**src/rtl/uart_tx_core.sv**
```systemverilog
`default_nettype none
// +----------------------------------------------------------------------------+
// | Module      : uart_tx_core                                                 |
// | Description : 8N1 UART transmitter (LSB first). It accepts one byte per     |
// |               tx_req while idle and reports occupancy on tx_busy.           |
// |               The optional macro UART_TX_PARITY_EN inserts a parity bit.    |
// | Revision    : 1.0 - initial release                                        |
// +----------------------------------------------------------------------------+
module uart_tx_core #(
  parameter int CLKS_PER_BIT = 234
`ifdef UART_TX_PARITY_EN
  , parameter bit PARITY_ODD = 1'b0
`endif
) (
  input  logic       clk,
  input  logic       rst_n,
  input  logic       tx_req,
  input  logic [7:0] tx_data,
  output logic       tx_busy,
  output logic       tx_done,
  output logic       uart_tx
);

  localparam int c_CNT_W = (CLKS_PER_BIT > 1) ? $clog2(CLKS_PER_BIT) : 1;
  localparam logic [c_CNT_W-1:0] c_CNT_MAX = c_CNT_W'(CLKS_PER_BIT - 1);

`ifdef UART_TX_PARITY_EN
  localparam int c_ST_W = 3;
`else
  localparam int c_ST_W = 2;
`endif
  localparam logic [c_ST_W-1:0] c_ST_IDLE   = c_ST_W'(0);
  localparam logic [c_ST_W-1:0] c_ST_START  = c_ST_W'(1);
  localparam logic [c_ST_W-1:0] c_ST_DATA   = c_ST_W'(2);
  localparam logic [c_ST_W-1:0] c_ST_STOP   = c_ST_W'(3);
`ifdef UART_TX_PARITY_EN
  localparam logic [c_ST_W-1:0] c_ST_PARITY = c_ST_W'(4);
`endif

  logic [c_ST_W-1:0]  r_state;
  logic [c_CNT_W-1:0] r_cnt;
  logic [2:0]         r_idx;
  logic [7:0]         r_shift;

  logic [c_ST_W-1:0]  w_state_nxt;
  logic [c_CNT_W-1:0] w_cnt_nxt;
  logic [2:0]         w_idx_nxt;
  logic [7:0]         w_shift_nxt;
  logic               w_bit_end;
  logic               w_tx_nxt;
  logic               w_busy_nxt;
  logic               w_done_nxt;

  assign w_bit_end = (r_cnt == c_CNT_MAX);

  // State register; outputs are registered alongside so the pin never glitches.
  always_ff @(posedge clk or negedge rst_n) begin
    if (!rst_n) begin
      r_state <= c_ST_IDLE;
      r_cnt   <= '0;
      r_idx   <= '0;
      r_shift <= '0;
      uart_tx <= 1'b1;
      tx_busy <= 1'b0;
      tx_done <= 1'b0;
    end else begin
      r_state <= w_state_nxt;
      r_cnt   <= w_cnt_nxt;
      r_idx   <= w_idx_nxt;
      r_shift <= w_shift_nxt;
      uart_tx <= w_tx_nxt;
      tx_busy <= w_busy_nxt;
      tx_done <= w_done_nxt;
    end
  end

  always_comb begin
    w_state_nxt = r_state;
    w_cnt_nxt   = r_cnt;
    w_idx_nxt   = r_idx;
    w_shift_nxt = r_shift;
    if (r_state != c_ST_IDLE) begin
      w_cnt_nxt = w_bit_end ? '0 : r_cnt + c_CNT_W'(1);
    end
    case (r_state)
      c_ST_IDLE: begin
        if (tx_req) begin
          w_state_nxt = c_ST_START;
          w_shift_nxt = tx_data;
          w_cnt_nxt   = '0;
          w_idx_nxt   = '0;
        end
      end
      c_ST_START: begin
        if (w_bit_end) begin
          w_state_nxt = c_ST_DATA;
          w_idx_nxt   = '0;
        end
      end
      c_ST_DATA: begin
        if (w_bit_end) begin
          if (r_idx == 3'd7) begin
`ifdef UART_TX_PARITY_EN
            w_state_nxt = c_ST_PARITY;
`else
            w_state_nxt = c_ST_STOP;
`endif
          end else begin
            w_idx_nxt = r_idx + 3'd1;
          end
        end
      end
`ifdef UART_TX_PARITY_EN
      c_ST_PARITY: begin
        if (w_bit_end) begin
          w_state_nxt = c_ST_STOP;
        end
      end
`endif
      c_ST_STOP: begin
        if (w_bit_end) begin
          w_state_nxt = c_ST_IDLE;
        end
      end
      default: begin
        w_state_nxt = c_ST_IDLE;
        w_cnt_nxt   = '0;
      end
    endcase
  end

  // Outputs are decoded from the next state so they align with the state edge.
  always_comb begin
    w_busy_nxt = (w_state_nxt != c_ST_IDLE);
    w_done_nxt = (r_state == c_ST_STOP) && (w_state_nxt == c_ST_IDLE);
    case (w_state_nxt)
      c_ST_START:  w_tx_nxt = 1'b0;
      c_ST_DATA:   w_tx_nxt = w_shift_nxt[w_idx_nxt];
`ifdef UART_TX_PARITY_EN
      c_ST_PARITY: w_tx_nxt = (^r_shift) ^ PARITY_ODD;
`endif
      default:     w_tx_nxt = 1'b1;
    endcase
  end

endmodule
`default_nettype wire

```
**config.mk**
```make
export PLATFORM = sky130hd
export DESIGN_NAME = uart_tx_core
export DESIGN_NICKNAME = d
export VERILOG_FILES = /design/src/rtl/uart_tx_core.sv
export SDC_FILE = /design/constraint.sdc
export NUM_CORES = 1
export LEC_CHECK = 0
export ABC_AREA = 1
export CORE_UTILIZATION = 55
export DETAILED_ROUTE_END_ITERATION = 7
export MAX_ROUTING_LAYER = met4
export PLACE_DENSITY = 0.86
export SYNTH_ARGS = -nofsm -noshare
export SYNTH_HDL_FRONTEND = slang
export SYNTH_SLANG_ARGS = --single-unit
```
**constraint.sdc**
```tcl
create_clock -name clk -period 2.2 [get_ports clk]
set_clock_uncertainty 0.15 [all_clocks]
set_input_delay 0.44 -clock clk [delete_from_list [all_inputs] [get_ports clk]]
set_output_delay 0.44 -clock clk [all_outputs]
set_load 0.01 [all_outputs]
```
==> impl_metrics.json <==
{
  "regToRegSetupSlack_ns": 0.22,
  "post_cts_buffers": 0,
  "grt_use_total_pct": 24.2,
  "relSlewSlack_pct": 74.4,
  "syn_to_final_growth_pct": 15.3,
  "rows": 17,
  "wirelength_mm": 2.76,
  "stdcell_area_sq_mm": 0.00161,
  "io_pins": 14,
  "final_antenna_net_count": 0,
  "ctsHtreeMaxLevel": 1,
  "yosys.area.top_type": "dfrtp_1",
  "grt_pass1_wl_mm": 4.57,
  "die-area_sq_mm": 0.00275,
  "grt.overflow.total": 0,
  "synth_fp_nets": 190,
  "period_minus_slack_ns": 1.98,
  "initial_core_util_pct": 60.9,
  "critPathRequiredTime_ns": 2.33,
  "fp.dieW_um": 52.4,
  "vdd_drop_max_uv": 532,
  "antenna_found_initial": 0,
  "synth-edff-count": 0,
  "core_area_sq_mm": 0.00230,
  "netlist_instances": 176,
  "drive_gt1_share_pct": 13.0,
  "synth_top_flop_cell": "dfrtp_1",
  "tightestPinTransition_ns": 0.382,
  "worstReg2RegStart": "r_cnt[1]",
  "synth_top_area_share_pct": 41.1,
  "gp_congestion": 0.992,
  "synth_cell_types": 29,
  "critical_path_class": "register to register",
  "cts_tree": "yes",
  "cpMaxStageDelayCell": "dfrtp_1",
  "hp-class": "input pin to async pin",
  "grt_max_degree": 25,
  "first_pass_iters": 4,
  "clock-sinks": 24,
  "cp_common_cell": "nand2_1",
  "r2r_cells": 12,
  "first_global_vias": 1161,
  "drv_slew": 0,
  "cts_buffers": 3,
  "drv_cap": 0,
  "end_kind": "register",
  "setup_viol": 0,
  "io_buffers": 13,
  "path_clk_slew_ns": 0.14,
  "power_uw": 794,
  "timing.critical_path.fanout_max": 3,
  "regToRegEndpoint": "uart_tx",
  "cp.arrival_ns": 2.11,
  "leakage_uw": 0.000778,
  "instances_no_fill": 221,
  "finalHoldViolations": 0,
  "post_drt_wl_per_cell_um": 12.5,
  "status": "finished, final reports clean",
  "placed_area_sq_mm": 0.00156,
  "diodes": 0,
  "min_period_over_period_pct": 90.2,
  "pwr_density_cell_mw_per_mm2": 492,
  "die_height_um": 52.4,
  "drt_iter0_markers": 25,
  "synth_seq_cells": 24,
  "crit_path_start_kind": "register",
  "worstPathCellList": "inv_1 -> ha_1 -> nand2_1 -> nor2_1 -> nand2_1 -> nor3_2 -> a21o_1 -> nand2_1 -> clkinv_1 -> nand3_1 -> nand3_1 -> nand2_1",
  "finalNetCount": 208,
  "dp.cells": 217,
  "yosys_warnings": 0,
  "ctsRootBufferMaster": "clkbuf_4",
  "tns_ns": 0,
  "async_reset_ff_share_pct": 100,
  "ys_seq_area_share_pct": 43.0,
  "vias_per_cell": 5.42,
  "synth_area_leaders": "dfrtp_1 41%, nand2_1 11%, inv_1 8.9%",
  "syn_avg_cell_area_sq_um": 7.95,
  "cts_buffer_depth": 2,
  "drc": 0,
  "max_freq_mhz": 504,
  "crit_path_max_incr_delay_ns": 0.42,
  "cts_resized": 0,
  "hold_buffers": 0,
  "dr_total_vias": 1197,
  "clk_latency_ns": 0.33,
  "dp_hpwl_mm": 2.12,
  "synth_area_sq_mm": 0.00140,
  "rsz0062_at_grt": "false"
}
power by group:
part	internal (uW)	switching, uW
Clock	184	140
Combinational	16.6	11.8
Sequential	441	0
Total	642	152
flip-flops by register name, indices dropped and copies added (netlist names):
| signal | flops |
|---|---|
| r_state | 2 |
| r_shift | 8 |
| uart_tx | 1 |
| r_idx | 3 |
| tx_done | 1 |
| r_cnt | 8 |
| tx_busy | 1 |
synth_stat cells (all sizes together) (2+ instances only):
cell and number:
ha 3, and3 2, dfrtp 23, nand2 46
o21ai 10, xor2 3, a21oi 4, nor2 18
nand4 8, nor3 5, nand3 12, inv 35
kinds of logic after synthesis:
| group | synth area share [%] |
|---|---|
| AOI/OAI and AO/OA | 6.44 |
| buffers and inverters | 10.5 |
| DFF | 43.0 |
| xor gates and xnor gates | 1.88 |
| adders and majority gates | 2.68 |
| and+or+nand+nor | 35.5 |
metrics by stage:
| stage | hold WS (ns) | utilization [%] | setup WS [ns] |
|---|---|---|---|
| 2_1_floorplan | -0.00559 | - | 0.540 |
| 3_3_place_gp | 0.388 | 67.9 | 0.172 |
| 3_5_place_dp | 0.399 | 67.9 | 0.112 |
| 4_1_cts | 0.299 | 70.2 | 0.203 |
| 5_1_grt | 0.323 | 70.2 | 0.00290 |
| 6_report | 0.299 | 70.2 | 0.216 |
layout by cell type (no fill, tap or decap), drive strengths merged, types with 2 or more instances in the layout:
cell | Yosys | final
a21oi | 4 | 4
and3 | 2 | 2
clkbuf | 0 | 3
clkdlybuf4s50 | 0 | 13
dfrtp | 23 | 23
ha | 3 | 3
inv | 35 | 35
nand2 | 46 | 46
nand3 | 12 | 12
nand4 | 8 | 8
nor2 | 18 | 18
nor3 | 5 | 5
o21ai | 10 | 10
xor2 | 3 | 3
worst max-delay path: cells and delay by family, from the launching register on:
kind / cells / cell delay [ns]
adders and majority gates: 1 / 0.21
buffers and inverters: 2 / 0.18
AOI/OAI and AO/OA: 1 / 0.15
and+or+nand+nor: 8 / 0.82
DFF: 1 / 0.42
per-layer routing:
| layer | wire, um | part of all wire, % | track usage (%) |
|---|---|---|---|
| met1 | 1080 | 39 | 25.3 |
| met2 | 1450 | 53 | 42.6 |
| met3 | 148 | 5.4 | 3.48 |
| met4 | 78 | 2.8 | 14.5 |
| met5 | 0 | 0 | - |
final cells by class:
type / instances / area, sq um
Clock buffer: 3 / 22.5
Timing Repair Buffer: 14 / 138
Multi-Input combinational cell: 115 / 651
Tap cell: 28 / 35.0
Fill cell: 178 / 684
Sequential cell: 24 / 602
Clock inverter: 1 / 30.0
Inverter: 36 / 135
worst max path at each step:
stage / endpoint / from / slack (ns)
final: uart_tx / r_cnt[1] / 0.22
after global routing: uart_tx / r_cnt[1] / 0.003
after CTS: uart_tx / r_cnt[1] / 0.20
after detailed placement: uart_tx / tx_req / 0.11
after global placement: uart_tx / tx_req / 0.17
after floorplan: uart_tx / r_cnt[1] / 0.54
Power figures use the tool's default switching activity.
